## src/rtl/rv_mem_queue_pkg.sv

```systemverilog
`default_nettype none
// ============================================================================
// Package  : rv_mem_queue_pkg
// Brief    : Size codes, issue-FSM states and alignment helper for rv_mem_queue.
// Revision : 1.0 - initial release
// ============================================================================
package rv_mem_queue_pkg;

  localparam logic [1:0] c_MEM_B = 2'd0;
  localparam logic [1:0] c_MEM_H = 2'd1;
  localparam logic [1:0] c_MEM_W = 2'd2;
  localparam logic [1:0] c_MEM_D = 2'd3;

  typedef enum logic [0:0] {
    ST_IDLE = 1'b0,
    ST_REQ  = 1'b1
  } mq_state_e;

  // A doubleword access is illegal outright when the datapath has no 64-bit lanes.
  function automatic logic mem_misaligned(input logic [1:0] size,
                                          input logic [2:0] addr_lo,
                                          input logic       has_dword);
    logic r;
    case (size)
      c_MEM_B: r = 1'b0;
      c_MEM_H: r = addr_lo[0];
      c_MEM_W: r = |addr_lo[1:0];
      default: r = ~has_dword | (|addr_lo);
    endcase
    return r;
  endfunction

endpackage
`default_nettype wire

```

## src/rtl/rv_sync_fifo.sv

```systemverilog
`default_nettype none
// ============================================================================
// Module   : rv_sync_fifo
// Brief    : Single-clock FIFO with registered occupancy count and full/empty.
// Revision : 1.0 - initial release
// ============================================================================
module rv_sync_fifo #(
  parameter int WIDTH = 8,
  parameter int DEPTH = 4
) (
  input  logic                         i_clk,
  input  logic                         i_reset_n,
  input  logic                         i_push,
  input  logic [WIDTH-1:0]             i_wdata,
  input  logic                         i_pop,
  output logic [WIDTH-1:0]             o_rdata,
  output logic [$clog2(DEPTH+1)-1:0]   o_count,
  output logic                         o_full,
  output logic                         o_empty
);

  localparam int c_PW = $clog2(DEPTH);
  localparam int c_CW = $clog2(DEPTH + 1);

  logic [WIDTH-1:0] r_mem [DEPTH];
  logic [c_PW-1:0]  r_wr_ptr;
  logic [c_PW-1:0]  r_rd_ptr;
  logic [c_CW-1:0]  r_count;

  always_ff @(posedge i_clk) begin
    if (i_push) r_mem[r_wr_ptr] <= i_wdata;
  end

  // Pointers wrap naturally since DEPTH is a power of two.
  always_ff @(posedge i_clk or negedge i_reset_n) begin
    if (!i_reset_n) begin
      r_wr_ptr <= '0;
      r_rd_ptr <= '0;
      r_count  <= '0;
    end else begin
      if (i_push) r_wr_ptr <= r_wr_ptr + c_PW'(1);
      if (i_pop)  r_rd_ptr <= r_rd_ptr + c_PW'(1);
      case ({i_push, i_pop})
        2'b10:   r_count <= r_count + c_CW'(1);
        2'b01:   r_count <= r_count - c_CW'(1);
        default: r_count <= r_count;
      endcase
    end
  end

  assign o_rdata = r_mem[r_rd_ptr];
  assign o_count = r_count;
  assign o_full  = (r_count == c_CW'(DEPTH));
  assign o_empty = (r_count == '0);

endmodule
`default_nettype wire

```

## src/rtl/rv_mem_queue.sv

```systemverilog
`default_nettype none
// ============================================================================
// Module   : rv_mem_queue
// Brief    : Load/store issue queue: aligns store lanes, drains in order over a
//            req/ack bus and returns extracted, extended load data.
// Revision : 1.0 - initial release
// ============================================================================
module rv_mem_queue
  import rv_mem_queue_pkg::*;
#(
  parameter int XLEN  = 32,
  parameter int ALEN  = 32,
  parameter int DEPTH = 4
) (
  input  logic              i_clk,
  input  logic              i_reset_n,
  input  logic              i_valid,
  output logic              o_ready,
  input  logic              i_store,
  input  logic [2:0]        i_funct3,
  input  logic [ALEN-1:0]   i_addr,
  input  logic [XLEN-1:0]   i_wdata,
  output logic              o_misalign,
  output logic              o_empty,
  output logic              o_bus_req,
  input  logic              i_bus_ack,
  output logic [ALEN-1:0]   o_bus_addr,
  output logic              o_bus_we,
  output logic [XLEN-1:0]   o_bus_wdata,
  output logic [XLEN/8-1:0] o_bus_wsel,
  input  logic [XLEN-1:0]   i_bus_rdata,
  output logic              o_ld_valid,
  output logic [XLEN-1:0]   o_ld_data
);

  localparam int c_NB = XLEN / 8;
  localparam int c_OB = $clog2(c_NB);
  localparam int c_CW = $clog2(DEPTH + 1);

  typedef struct packed {
    logic [ALEN-1:0] addr;
    logic            we;
    logic [XLEN-1:0] wdata;
    logic [c_NB-1:0] wsel;
    logic [2:0]      funct3;
    logic [c_OB-1:0] offset;
  } mem_entry_t;

  localparam int c_EW = $bits(mem_entry_t);

  mq_state_e         r_state;
  mq_state_e         w_state_nxt;
  mem_entry_t        w_new;
  mem_entry_t        w_head;
  logic [c_CW-1:0]   w_count;
  logic              w_full;
  logic              w_fifo_empty;
  logic              w_illegal;
  logic              w_accept;
  logic              w_push;
  logic              w_pop;
  logic              w_req;
  logic [XLEN-1:0]   w_repl;
  logic [c_NB-1:0]   w_mask;
  logic [XLEN-1:0]   w_shifted;
  logic [XLEN-1:0]   w_left;
  logic signed [XLEN-1:0] w_sext;
  logic [XLEN-1:0]   w_ld_ext;
  logic [7:0]        w_ext_sh;
  logic              r_misalign;
  logic              r_ld_valid;
  logic [XLEN-1:0]   r_ld_data;

  assign w_illegal = mem_misaligned(i_funct3[1:0], i_addr[2:0], XLEN == 64);
  assign w_accept  = i_valid & o_ready;
  assign w_push    = w_accept & ~w_illegal;
  assign w_req     = (r_state == ST_REQ);
  assign w_pop     = w_req & i_bus_ack;

  always_comb begin
    w_repl = i_wdata;
    w_mask = '1;
    case (i_funct3[1:0])
      c_MEM_B: begin w_repl = {c_NB{i_wdata[7:0]}};        w_mask = c_NB'(1);  end
      c_MEM_H: begin w_repl = {(c_NB/2){i_wdata[15:0]}};   w_mask = c_NB'(3);  end
      c_MEM_W: begin w_repl = {(c_NB/4){i_wdata[31:0]}};   w_mask = c_NB'(15); end
      default: begin w_repl = i_wdata;                     w_mask = '1;        end
    endcase
  end

  always_comb begin
    w_new.addr   = i_addr;
    w_new.we     = i_store;
    w_new.wdata  = w_repl;
    w_new.wsel   = w_mask << i_addr[c_OB-1:0];
    w_new.funct3 = i_funct3;
    w_new.offset = i_addr[c_OB-1:0];
  end

  rv_sync_fifo #(
    .WIDTH (c_EW),
    .DEPTH (DEPTH)
  ) u_fifo (
    .i_clk     (i_clk),
    .i_reset_n (i_reset_n),
    .i_push    (w_push),
    .i_wdata   (w_new),
    .i_pop     (w_pop),
    .o_rdata   (w_head),
    .o_count   (w_count),
    .o_full    (w_full),
    .o_empty   (w_fifo_empty)
  );

  always_ff @(posedge i_clk or negedge i_reset_n) begin
    if (!i_reset_n) r_state <= ST_IDLE;
    else            r_state <= w_state_nxt;
  end

  // A push landing with the final ack keeps REQ asserted so there is no idle gap.
  always_comb begin
    w_state_nxt = r_state;
    case (r_state)
      ST_IDLE: if (!w_fifo_empty || w_push) w_state_nxt = ST_REQ;
      ST_REQ:  if (i_bus_ack && (w_count <= c_CW'(1)) && !w_push) w_state_nxt = ST_IDLE;
      default: w_state_nxt = ST_IDLE;
    endcase
  end

  // Bring the addressed lane down to bit 0, then extend by a shift pair.
  always_comb begin
    w_shifted = i_bus_rdata >> {w_head.offset, 3'b000};
    w_ext_sh  = 8'(XLEN) - (8'd8 << w_head.funct3[1:0]);
    w_left    = w_shifted << w_ext_sh;
  end
  assign w_sext   = $signed(w_left) >>> w_ext_sh;
  assign w_ld_ext = w_head.funct3[2] ? (w_left >> w_ext_sh) : w_sext;

  always_ff @(posedge i_clk or negedge i_reset_n) begin
    if (!i_reset_n) begin
      r_misalign <= 1'b0;
      r_ld_valid <= 1'b0;
      r_ld_data  <= '0;
    end else begin
      r_misalign <= w_accept & w_illegal;
      r_ld_valid <= w_pop & ~w_head.we;
      if (w_pop && !w_head.we) r_ld_data <= w_ld_ext;
    end
  end

  assign o_ready     = ~w_full;
  assign o_empty     = w_fifo_empty & (r_state == ST_IDLE);
  assign o_misalign  = r_misalign;
  assign o_bus_req   = w_req;
  assign o_bus_addr  = w_req ? (w_head.addr & ~ALEN'(c_NB - 1)) : '0;
  assign o_bus_we    = w_req & w_head.we;
  assign o_bus_wdata = w_req ? w_head.wdata : '0;
  assign o_bus_wsel  = w_req ? w_head.wsel : '0;
  assign o_ld_valid  = r_ld_valid;
  assign o_ld_data   = r_ld_data;

endmodule
`default_nettype wire

```

## config.mk

```make
export PLATFORM = sky130hd
export DESIGN_NAME = rv_mem_queue
export DESIGN_NICKNAME = d
export VERILOG_FILES = /design/src/rtl/rv_mem_queue_pkg.sv /design/src/rtl/rv_sync_fifo.sv /design/src/rtl/rv_mem_queue.sv
export SDC_FILE = /design/constraint.sdc
export NUM_CORES = 1
export LEC_CHECK = 0
export ABC_AREA = 1
export ABC_CLOCK_PERIOD_IN_PS = 5650
export CAP_MARGIN = 20
export CORE_UTILIZATION = 54
export DETAILED_ROUTE_END_ITERATION = 12
export HOLD_SLACK_MARGIN = 0.06
export PLACE_DENSITY = 0.81
export SLEW_MARGIN = 20
export SYNTH_ARGS = -nofsm -noshare
export SYNTH_HDL_FRONTEND = slang
export SYNTH_SLANG_ARGS = --single-unit
```

## constraint.sdc

```tcl
create_clock -name i_clk -period 5.65 [get_ports i_clk]
set_input_delay 1.695 -clock i_clk [delete_from_list [all_inputs] [get_ports i_clk]]
set_output_delay 1.695 -clock i_clk [all_outputs]
set_load 0.1 [all_outputs]
```

After elaboration in Yosys (flattened, before gate mapping)

Memory sizes are Yosys's and may differ from the RTL's.
Index checks and enable logic that the tools add are counted.

Flip-flop bits (word level): 42
Memory bits (writable): 296
Bits of input ports: 104
Output and inout bits: 106
Logic and storage cells: 60
Memories kept: 1

Memory list:

| memory       | words | width | read ports | clocked after memory_dff | wr ports | RTL line           | RTL |
|---|---|---|---|---|---|---|---|
| u_fifo.r_mem | 4     | 74    | 1          | 0                        | 1        | rv_sync_fifo.sv:25 | `logic [WIDTH-1:0] r_mem [DEPTH];` |

$add $sub $neg: 5
$lt $le $gt $ge: 1
Eq/ne operators: 5
Shift-type cells: 6
Mux-type cells: 13
Bitwise operators: 11
Reductions and logical operators: 11

Operators by type and width:

| kind                                                                             | count |
|---|---|
| 32-bit two-way mux                                                               | 3 |
| 32-bit case mux with 2 select lines                                              | 1 |
| 32-bit by 8-bit << shifter with 32-bit output                                    | 1 |
| 32-bit by 5-bit right shift with 32-bit output                                   | 1 |
| 32-bit by 8-bit right shift with 32-bit output                                   | 1 |
| 32-bit by 8-bit >>> shifter with 32-bit output                                   | 1 |
| 4-bit case mux with 2 select lines                                               | 1 |
| 4-bit by 2-bit << shifter with 8-bit output, first input constant                | 1 |
| 6-bit by 8-bit subtractor with 8-bit output, first input constant                | 1 |
| 1-bit bitwise AND                                                                | 7 |
| 3-bit case mux with 2 select lines                                               | 1 |
| 2-bit by 1-bit adder with 2-bit output, second input constant                    | 2 |
| 2-bit by 1-bit == test with 1-bit output, second input constant                  | 2 |
| 2-bit == test, second input constant                                             | 2 |
| 1-bit two-way mux                                                                | 4 |
| 4-bit two-way mux                                                                | 1 |
| 1-bit NOT                                                                        | 4 |
| 4-bit by 2-bit << shifter with 4-bit output                                      | 1 |
| 3-bit by 1-bit adder with 3-bit output, second input constant                    | 1 |
| 3-bit == test, second input constant                                             | 1 |
| 3-bit by 1-bit less-or-equal comparator with 1-bit output, second input constant | 1 |
| 1-bit logical AND                                                                | 3 |
| 1-bit logical NOT                                                                | 3 |
| 3-bit logical NOT                                                                | 1 |
| other kinds (7)                                                                  | 7 |

Logic depth before layout (Yosys ltp)

Gate-level depths: netlist (run 1).

Depth in word-level cells: 8
Gate-level depth with buffers: 14
Gate-level depth less buffers: 14

By module

Synthesis (run 1) repeated with hierarchy kept, for this count alone.

Cells, all modules: 1459
Area total of the unflattened synthesis: 15705.1 sq um

By module, submodules not included:

| module       | times used | cells an instance | area each (sq um) | sequential area each (sq um) |
|---|---|---|---|---|
| rv_sync_fifo | 1          | 912               | 12627.1           | 9063.7 |
| rv_mem_queue | 1          | 547               | 3078.0            | 875.8 |

Worst setup path before layout (run 1)

Ideal clock, no wire load.

Path type: input -> register
Start: input i_funct3[1]
End: memory u_fifo.r_mem[0][10] (netlist name), enable pin
Library setup time: 503 ps
Arrival: 5408 ps
Required time: 5147 ps
Slack: -261 ps
Cell stages on the path: 4
Buffers on the path: 1
Cells stage by stage: clkbuf_1 > o31ai_1 > nand4_1 > nor2_1

Cells in the longest elaborated chain, start to end: 6
Elaborated cells on any way between the ends: 8
Those cells by class: eq/ne (2); mux (3); bitwise (2); reduce/logical (1)

RTL lines:

| item                                        | RTL line               | RTL |
|---|---|---|
| from (decl)                                 | rv_mem_queue.sv:20     | `input logic [2:0] i_funct3,` |
| 2-bit == test, or another cell as far along | rv_mem_queue_pkg.sv:24 | `case (size)` |
| 1-bit case mux with 3 select lines *        | rv_mem_queue_pkg.sv:24 |  |
| 1-bit NOT *                                 | rv_mem_queue.sv:76     | `assign w_push = w_accept & ~w_illegal;` |
| 1-bit bitwise AND *                         | rv_mem_queue.sv:76     |  |
| 1-bit two-way mux *                         | rv_sync_fifo.sv:31     | `if (i_push) r_mem[r_wr_ptr] <= i_wdata;` |
| 1-bit two-way mux (implied by the code) *   | rv_sync_fifo.sv:31     |  |
| to (decl)                                   | rv_sync_fifo.sv:25     |  |

Every way passes the cells marked *; elsewhere a longest branch is shown, timed or not.

Worst setup path in the final report (run 1)

Start: register u_fifo.r_rd_ptr[0]
End: output o_bus_wdata[5]

Cells in the longest elaborated chain, start to end: 2

RTL lines:

| item                   | RTL line            | RTL |
|---|---|---|
| from (decl)            | rv_sync_fifo.sv:27  | `logic [c_PW-1:0] r_rd_ptr;` |
| from (signal assigned) | rv_sync_fifo.sv:42  | `if (i_pop) r_rd_ptr <= r_rd_ptr + c_PW'(1);` |
| memory read 4 x 74 bit | -                   |  |
| 32-bit two-way mux     | rv_mem_queue.sv:157 | `assign o_bus_wdata = w_req ? w_head.wdata : '0;` |
| to (decl)              | rv_mem_queue.sv:29  | `output logic [XLEN-1:0] o_bus_wdata,` |

Every way passes these cells.

==> results of run 1 <==
[cell usage after synthesis (3+ instances only)]
| library cell | count |
|---|---|
| o2111ai_1 | 3 |
| buf_4 | 4 |
| o21ai_1 | 19 |
| o211ai_1 | 12 |
| buf_2 | 19 |
| buf_1 | 10 |
| inv_1 | 28 |
| a32o_1 | 3 |
| clkbuf_1 | 35 |
| nor2_1 | 292 |
| nand3_2 | 3 |
| inv_2 | 9 |
| buf_6 | 3 |
| o21ai_0 | 152 |
| nand2_1 | 215 |
| xor2_1 | 3 |
| nand2_4 | 3 |
| nand3_4 | 4 |
| nand3_1 | 34 |
| ha_1 | 9 |
| a21oi_1 | 78 |
| nand2_2 | 9 |
| nand4_1 | 3 |
| dfrtp_1 | 42 |
| edfxtp_1 | 288 |
[metal layers]
layer,vias up,GRT usage [%],share of wire (%)
met5,-,0,0
met4,0,8.081,1.7
met2,531,43.53,49
li1,4863,-,-
met1,4954,35.05,41
met3,49,4.293,8.7
[critical path, stage by stage, from the launching register on]
cell	delay [ns]
dfrtp_4	0.61
inv_4	0.63
buf_4	0.39
o21ai_0	0.13
a21oi_1	0.29
buf_4	0.35
[worst max-delay path by stage]
stage                                  start                  end
after floorplan                  i_funct3[1]  u_fifo.r_mem[0][10]
after global placement           i_funct3[0]  u_fifo.r_mem[2][55]
after detailed placement         i_funct3[0]  u_fifo.r_mem[2][55]
after CTS                 u_fifo.r_rd_ptr[0]       o_bus_wdata[5]
after global routing      u_fifo.r_rd_ptr[0]       o_bus_wdata[3]
final                     u_fifo.r_rd_ptr[0]       o_bus_wdata[5]
[stage by stage]
step | hold slack (ns) | cell area, sq um
2_1_floorplan | 0.4752 | 14130
6_report | 0.4791 | 17360
3_5_place_dp | 0.4653 | 16330
5_1_grt | 0.4980 | 17360
4_1_cts | 0.4812 | 17360
3_3_place_gp | 0.4659 | 16330
[layout make-up]
cell class / instances / area share (%)
clock inverters: 16 / 0.7136
multi-input cells: 856 / 22.87
repair buffers: 224 / 11.96
well taps: 330 / 2.379
inverters: 41 / 0.9586
clock buffers: 45 / 5.197
flip-flops and latches: 330 / 55.92
[flip-flops by register name, indices dropped and copies added (netlist names)]
| register | cells |
|---|---|
| o_bus_req | 1 |
| o_ld_data | 32 |
| o_ld_valid | 1 |
| o_misalign | 1 |
| u_fifo.o_count | 3 |
| u_fifo.r_mem | 288 |
| u_fifo.r_rd_ptr | 2 |
| u_fifo.r_wr_ptr | 2 |
[cell families (layout without fill, tap and decap cells)]
kind of cell	count (synthesis)	after routing	synth area share, %
and+or+nand+nor	568	568	16.58
DFF	330	330	68.67
adders and majority gates	9	9	0.7973
other	1	2	0.02655
buffers and inverters	112	326	3.481
AOI/OAI and AO/OA	272	272	10.13
xor gates and xnor gates	5	5	0.3101
==> summary.md, run 1 <==
| Metric | Value |
|---|---|
| Die width | 163.7 microns |
| #FFs+latches synth | 330 |
| Area of the multi-input gates | 3970 sq um |
| CTS Buffer Depth | 3 |
| Register area | 9707 sq um |
| First-pass GRT wire length | 52960 microns |
| RD Place Congestion | 0.8793 |
| Syn avg cell area | 10.89 sq um |
| Inserted Diodes | 0 |
| Layout net count | 1600 |
| Total gr overflow | 0 |
| Initial antenna violation count | 0 |
| CP endpoint kind | output pin |
| DR iter-0 viols | 843 |
| Clk_lat worst skew | 0.52 ns |
| Slew Limit Fails | 0 |
| Tcrit/Tclk final | between 80% and 90% |
| # port buffers | 207 |
| Total GRT Usage | 26.04% |
| Setup TNS Final | 0 ns |
| Die height | ~160 microns |
| Share of layout cells above drive strength 1 | between 10 and 15% |
| Mapped Area | 14120 sq um |
| WHS Endpoint | o_ld_data[16] |
| Final setup violation count | 0 |
| Synth area leaders | edfxtp_1 61%, nor2_1 7.8%, dfrtp_1 7.4%, nand2_1 5.7%, o21ai_0 5.4% |
| Worst reg2reg path startpoint | u_fifo.r_rd_ptr[0] |
| Min-delay src | o_ld_data[16] |
| CTS sink count | 330 |
| Site Rows | 58 |
| Vias in the first global route | 10020 |
| Status | finished clean |
| Pin count of the biggest net entering global routing | 100 |
| Relative slew margins | 31.53% |
| RR Endpoint | o_ld_data[16] |
| # H-tree levels | 2 |
| DR vias | 10400 |
| Reg2reg path depth | 12 |
| Synth area leader | edfxtp_1 |
| FILL cells | 1802 |
| Skew final | 0.01653 ns |
| Achievable frequency | 210.5 MHz |
| Number of max-capacitance violations reported | 0 |
| # DRC | 0 |
| Worst-margin pin slew | 1.024 ns |
| Post-synth EDFFs | 288 |
| Post-synth ARST share | 12.73% |
| I/O pins | 210 |
| Num CTS Buffers | 34 |
| Fin cells | 1842 |
| Hold WC Path Type | flop to flop |
| Setup WS pre-CTS | 1.330 ns |
| Post-Place Cells | 1781 |
| Synth top area share | 61.23% |
| Crit path launch type | flop |
| Final Hold Viols | 0 |
| Yosys cell types | 37 |
| Clock Tree Root | clkbuf_16 |
| Setup Fix Bufs, Post-CTS | 0 |
| Final core occ | 68.34% |
| Final worst-path setup slack | 0.8991 ns |
| Unrepaired setup endpoints after global routing | false |
| Tmin final | 4.751 ns |
| Final wirelength | 34910 microns |
| Syn. warnings | 0 |
| Setup CP Type | flop to output pin |
| Worst path required time | slightly below 4 ns |
| Crit-path max FO | 99 |
| 1st-pass router iterations | 5 |
| Vias/cell | ~5.6 |
| Hold buffer count at CTS | 0 |
| R2r setup slk | 2.51 ns |
| P&R area growth vs syn | 22.90% |
| Initial Util | 55.61% |
| Hold depth | 2 |
| Mapped Cells | 1297 |
| Commonest cells after routing, fill and taps aside | 288 x edfxtp_1, 287 x nor2_1, 215 x nand2_1, 152 x o21ai_0, 139 x clkdlybuf4s50_1 |
| Placed wire-length estimate | about 21000 microns |
| Seq/Total Area, Yosys | 68.67% |
| Drt wl/cell | between 15 and 20 microns |
| Reg clk slew, reported paths | 0.06 ns |
| Top FF cell, synth | edfxtp_1 |
| Commonest non-fill, non-tap cell in the layout | edfxtp_1 |
| CTS tree | yes |
| Data arrival, critical path | 3.06 ns |
| # resized after CTS | 0 |
| Core area | 25400 sq um |
| Die ar. | 26810 sq um |
| Antenna-violating nets left | 0 |
Power of run 1 is left out: the tool's default activity adds up to more than one toggle a clock period on the data nets, which glitch-free logic cannot reach.
==> run 2: changes to the inputs <==
Settings changed: ABC_CLOCK_PERIOD_IN_PS 5650 to 4250, CORE_UTILIZATION 54 to 49, PLACE_DENSITY 0.81 to 0.77.
Clock period 5.65 ns to 4.25 ns, I/O delays scaled along.
==> run 2 against run 1 <==
Compared with the run above: worst setup slack got worse by 0.74 ns; cell count increased by 2.8%; die area increased by 10%; highest routed layer unchanged; global-route usage decreased by 1.8 points; clock skew decreased by 0.00087 ns; cell area increased by 5.9%; utilization decreased by 2.9 points; critical path type unchanged; first-iteration DRC count increased by 15%; count of clock-buffer cells in the layout decreased by 9.
==> summary.md, run 2 (synthesis gave the netlist of run 1 again) <==
| Metric | Value |
|---|---|
| Hold buffer count at CTS | 0 |
| # port buffers | around 210 |
| Achievable frequency | 244.6 MHz |
| Register name with the most flops | u_fifo.r_mem |
| CTS Buffer Depth | 3 |
| CTS tree | yes |
| Crit path launch type | flop |
| Total GRT Usage | between 20% and 30% |
| WHS Endpoint | o_ld_data[30] |
| Reg2reg path depth | 13 |
| CP endpoint kind | output pin |
| Tmin final | roughly 4.1 ns |
| Final setup violation count | 0 |
| Fin cells | 1894 |
| Reg clk slew, reported paths | ~0.06 ns |
| Worst-margin pin slew | 0.9945 ns |
| Die ar. | 29510 sq um |
| Total gr overflow | 0 |
| Vias/cell | 5.564 |
| CP max stage cell | dfrtp_4 |
| Core area | 28090 sq um |
| First-pass GRT wire length | 54610 microns |
| FILL cells | roughly 2100 |
| RR Endpoint | o_ld_data[20] |
| Crit-path max FO | 37 |
| I/O pins | 210 |
| Number of max-capacitance violations reported | 0 |
| Initial antenna violation count | 1 |
| Setup CP Type | flop to output pin |
| Num CTS Buffers | 31 |
| 1st-pass router iterations | 5 |
| Die width | 171.8 microns |
| CTS sink count | 330 |
| Die height | 171.8 microns |
| # DRC | 0 |
| Slew Limit Fails | 0 |
| Placed wire-length estimate | 23030 microns |
| # H-tree levels | 1 |
| Clock Tree Root | clkbuf_16 |
| DR vias | approximately 11000 |
| Commonest cells after routing, fill and taps aside | 288 x nor2_1, 288 x edfxtp_1, 215 x nand2_1, 152 x o21ai_0, 137 x clkdlybuf4s50_1 |
| Post-Place Cells | 1835 |
| RD Place Congestion | 0.8864 |
| Layout net count | 1604 |
| Hold WC Path Type | flop to flop |
| Min-delay src | o_ld_data[30] |
| Antenna-violating nets left | 0 |
| Setup TNS Final | 0 ns |
| Vias in the first global route | 10230 |
| DR iter-0 viols | between 900 and 1000 |
| Initial Util | 50.29% |
| Hold depth | 2 |
| Data arrival, critical path | 2.81 ns |
| Pin count of the biggest net entering global routing | approximately 110 |
| Unrepaired setup endpoints after global routing | false |
| R2r setup slk | around 1.2 ns |
| Slowest Stage Delay on Critical Path | 0.76 ns |
| Status | finished clean |
| Clk_lat worst skew | 0.57 ns |
| Tcrit/Tclk final | a little under 100% |
| Worst reg2reg path startpoint | u_fifo.r_rd_ptr[0] |
| Share of layout cells above drive strength 1 | 12.28% |
| Final Hold Viols | 0 |
| Relative slew margins | roughly 33% |
| Drt wl/cell | 19.10 microns |
| Final core occ | 65.48% |
| Skew final | approximately 0.016 ns |
| P&R area growth vs syn | 30.20% |
| Worst path required time | between 2 and 3 ns |
| Final wirelength | roughly 36000 microns |
| Cells along the critical path | inv_2 > buf_4 > nor2_1 > o21ai_0 > a21oi_1 > buf_12 |
| Site Rows | 61 |
| Max FFs per register | 288 |
## run 2: cell types whose count changed in the layout (fill, tap and decap cells not counted), moves of 2 or more
cell	delta
clkbuf_1	-5
clkdlybuf4s50_1	-2
clkbuf_16	-3
clkinv_2	+5
a21oi_1	-6
buf_4	-64
buf_12	+72
bufinv_16	+3
inv_6	-2
clkinvlp_4	-3
a21oi_2	+6
## run 2: per-layer routing
layer / wire [microns] / up-vias / GRT usage, %
met5: 0 / - / 0
met4: 892 / 0 / 7.311
met3: 3471 / 64 / 4.579
met2: 17720 / 560 / 41.45
met1: 14100 / 5053 / 31.26
li1: - / 4861 / -
## run 2: metrics by stage
step	setup slack [ns]	hold slack, ns	cell area [sq um]
after floorplan	-0.1051	0.4752	14160
after global placement	0.6095	0.4625	17350
after detailed placement	0.5971	0.4684	17350
after CTS	0.1322	0.4858	18360
after global routing	0.01379	0.5074	18390
final	0.1620	0.4828	18390
## run 2: layout make-up
class | count | area, sq um | area share, %
flip-flops and latches | 330 | 9707 | 52.78
clock inverters | 21 | 211.5 | 1.150
repair buffers | 231 | 3045 | 16.56
clock buffers | 36 | 794.5 | 4.320
multi-input cells | 856 | 3990 | 21.70
well taps | 378 | 473.0 | 2.572
diodes | 1 | 2.502 | 0.01361
inverters | 41 | 166.4 | 0.9049
## run 2: worst max-delay path, delay by kind of cell (launching register included)
family	cells	cell delay (ns)
and+or+nand+nor	1	0.11
DFF	1	0.76
buffers and inverters	3	0.82
AOI/OAI and AO/OA	2	0.54
## run 2: repair_timing
item | CTS | global route
setup buffers | 0 | 1
setup endpoints to repair | 0 | 2
gates resized for setup | 0 | 0
## run 2: worst max-delay path by stage
stage,slack [ns],startpoint,end
5_1_grt,0.01,u_fifo.r_rd_ptr[1],o_bus_wdata[17]
3_5_place_dp,0.60,i_addr[0],u_fifo.r_mem[3][67]
6_report,0.16,u_fifo.r_rd_ptr[1],o_bus_wdata[11]
3_3_place_gp,0.61,i_addr[0],u_fifo.r_mem[3][62]
4_1_cts,0.13,u_fifo.r_rd_ptr[0],o_bus_wsel[1]
2_1_floorplan,-0.11,i_funct3[1],u_fifo.r_mem[0][10]
Power of run 2 is left out for the same reason.
==> run 3: changes to the inputs <==
Settings changed: CORE_UTILIZATION 49 to 51, CTS_BUF_LIST set to sky130_fd_sc_hd__clkbuf_4, HOLD_SLACK_MARGIN 0.06 to 0.1, PLACE_DENSITY 0.77 to 0.8.
==> run 3 against run 2 <==
Compared with the run above: utilization increased by 2.5 points; sequential share of layout area increased by 0.083 points; fmax decreased by 0.32%; cell count increased by 2.5%; die area decreased by 3.9%; critical path depth unchanged; register-to-register slack about the same; non-clock buffer count decreased by 2; global-route usage increased by 1.2 points; worst setup slack got worse by 0.013 ns; wire length increased by 0.53%; largest cell class unchanged; highest routed layer unchanged.
==> summary.md, run 3 (synthesis gave the netlist of run 1 again) <==
| Metric | Value |
|---|---|
| Num CTS Buffers | 82 |
| CP endpoint kind | output pin |
| Skew final | between 0.06 and 0.07 ns |
| Die ar. | about 28000 sq um |
| # port buffers | 207 |
| Layout net count | approximately 1700 |
| Unrepaired setup endpoints after global routing | false |
| Crit path launch type | flop |
| Slowest Stage Delay on Critical Path | 0.50 ns |
| Min-delay src | o_ld_data[19] |
| Core area | between 20000 and 30000 sq um |
| Pin count of the biggest net entering global routing | 146 |
| Antenna-violating nets left | 0 |
| Cells along the critical path | buf_12 > nor2_1 > nor2_1 > o21ai_0 > a21oi_1 > buf_12 |
| Status | finished clean |
| Setup CP Type | flop to output pin |
| CTS sink count | 330 |
| Register name with the most flops | u_fifo.r_mem |
| Relative slew margins | 33.04% |
| Max FFs per register | ~290 |
| Tmin final | 4.101 ns |
| Initial antenna violation count | 1 |
| Die height | between 150 and 200 microns |
| # DRC | 0 |
| Site Rows | 60 |
| FILL cells | around 1900 |
| Final core occ | between 60% and 70% |
| Clk_lat worst skew | 0.71 ns |
| Slew Limit Fails | 0 |
| First-pass GRT wire length | between 50000 and 60000 microns |
| 1st-pass router iterations | 6 |
| I/O pins | 210 |
| Clock Tree Root | clkbuf_4 |
| RD Place Congestion | 0.9104 |
| Number of max-capacitance violations reported | 0 |
| Fin cells | 1942 |
| Hold buffer count at CTS | 0 |
| Post-Place Cells | 1795 |
| RR Endpoint | o_ld_data[13] |
| Hold depth | 2 |
| R2r setup slk | about 1.2 ns |
| Placed wire-length estimate | roughly 22000 microns |
| Data arrival, critical path | 2.83 ns |
| Worst path required time | 2.97 ns |
| Family with the most delay on the worst path | buffers and inverters |
| P&R area growth vs syn | 29.99% |
| Commonest cells after routing, fill and taps aside | 288 x edfxtp_1, 287 x nor2_1, 215 x nand2_1, 152 x o21ai_0, 137 x clkdlybuf4s50_1 |
| Commonest non-fill, non-tap cell in the layout | edfxtp_1 |
| Share of layout cells above drive strength 1 | 16.69% |
| Final wirelength | 36370 microns |
| Final Hold Viols | 0 |
| CP max stage cell | a21oi_1 |
| CTS tree | yes |
| Tcrit/Tclk final | 96.50% |
| WHS Endpoint | o_ld_data[19] |
| Final setup violation count | 0 |
| Achievable frequency | 243.8 MHz |
| Die width | 168.4 microns |
| Vias/cell | 5.561 |
| Vias in the first global route | 10460 |
| DR iter-0 viols | 1248 |
| Reg2reg path depth | 11 |
| Buf+Inv Stages, Crit Path | 2 |
| Worst reg2reg path startpoint | u_fifo.r_rd_ptr[1] |
| Drt wl/cell | 18.73 microns |
| CTS Buffer Depth | 3 |
| Reg clk slew, reported paths | 0.06 ns |
| Worst-margin pin slew | 1.001 ns |
| Crit-path max FO | 145 |
| DR vias | 10800 |
| # H-tree levels | 3 |
| Initial Util | 52.26% |
| Total gr overflow | 0 |
| Total GRT Usage | 25.43% |
| Hold WC Path Type | flop to flop |
-- run 3: timing repair --
| item | CTS | global route |
|---|---|---|
| buffers inserted | 0 | 1 |
| endpoints found under the setup margin | 9 | 5 |
| resized for setup | 1 | 1 |
| hold endpoints to repair | 0 | 0 |
-- run 3: tightest hold or removal path, stage by stage (launching register included) --
cell and delay [ns]:
dfrtp_1 0.34, nand2_1 0.06, nand2_1 0.05
-- run 3: worst max path at each step --
stage	from	endpoint	slack (ns)	cells after the start
after CTS	u_fifo.r_rd_ptr[1]	o_bus_wdata[26]	0.08	6
after floorplan	i_funct3[1]	u_fifo.r_mem[0][10]	-0.11	4
final	u_fifo.r_rd_ptr[0]	o_bus_wdata[26]	0.15	6
after global routing	u_fifo.r_rd_ptr[0]	o_bus_wdata[27]	0.06	6
after global placement	i_addr[1]	u_fifo.r_mem[0][66]	0.71	5
after detailed placement	i_addr[1]	u_fifo.r_mem[0][66]	0.66	5
-- run 3: layout make-up --
| class | count | area, sq um | area share (%) |
|---|---|---|---|
| Sequential cell | 330 | 9707 | 52.87 |
| Multi-Input combinational cell | 856 | 3993 | 21.74 |
| Timing Repair Buffer | 229 | 3005 | 16.37 |
| Clock buffer | 118 | 885.9 | 4.825 |
| Tap cell | 341 | 426.7 | 2.324 |
| Inverter | 41 | 172.7 | 0.9404 |
| Clock inverter | 26 | 168.9 | 0.9199 |
| Antenna cell | 1 | 2.502 | 0.01363 |
-- run 3: stage by stage --
step	hold WS (ns)	setup TNS (ns)	worst slack [ns]	cell area, sq um
2_1_floorplan	0.4752	-32.62	-0.1051	14160
3_3_place_gp	0.4631	0	0.7060	17250
3_5_place_dp	0.4648	0	0.6632	17250
4_1_cts	0.4820	0	0.08335	18310
5_1_grt	0.5061	0	0.05914	18360
6_report	0.4809	0	0.1489	18360
-- run 3: per-layer routing --
layer,vias to the layer above,part of all wire (%),track usage [%],wire [microns]
met5,-,0,0,0
met4,0,2.3,9.921,839
met3,69,10,6.582,3790
met2,615,48,41.40,17400
met1,5101,39,32.73,14340
li1,5014,-,-,-
Power of run 3 is left out for the same reason.
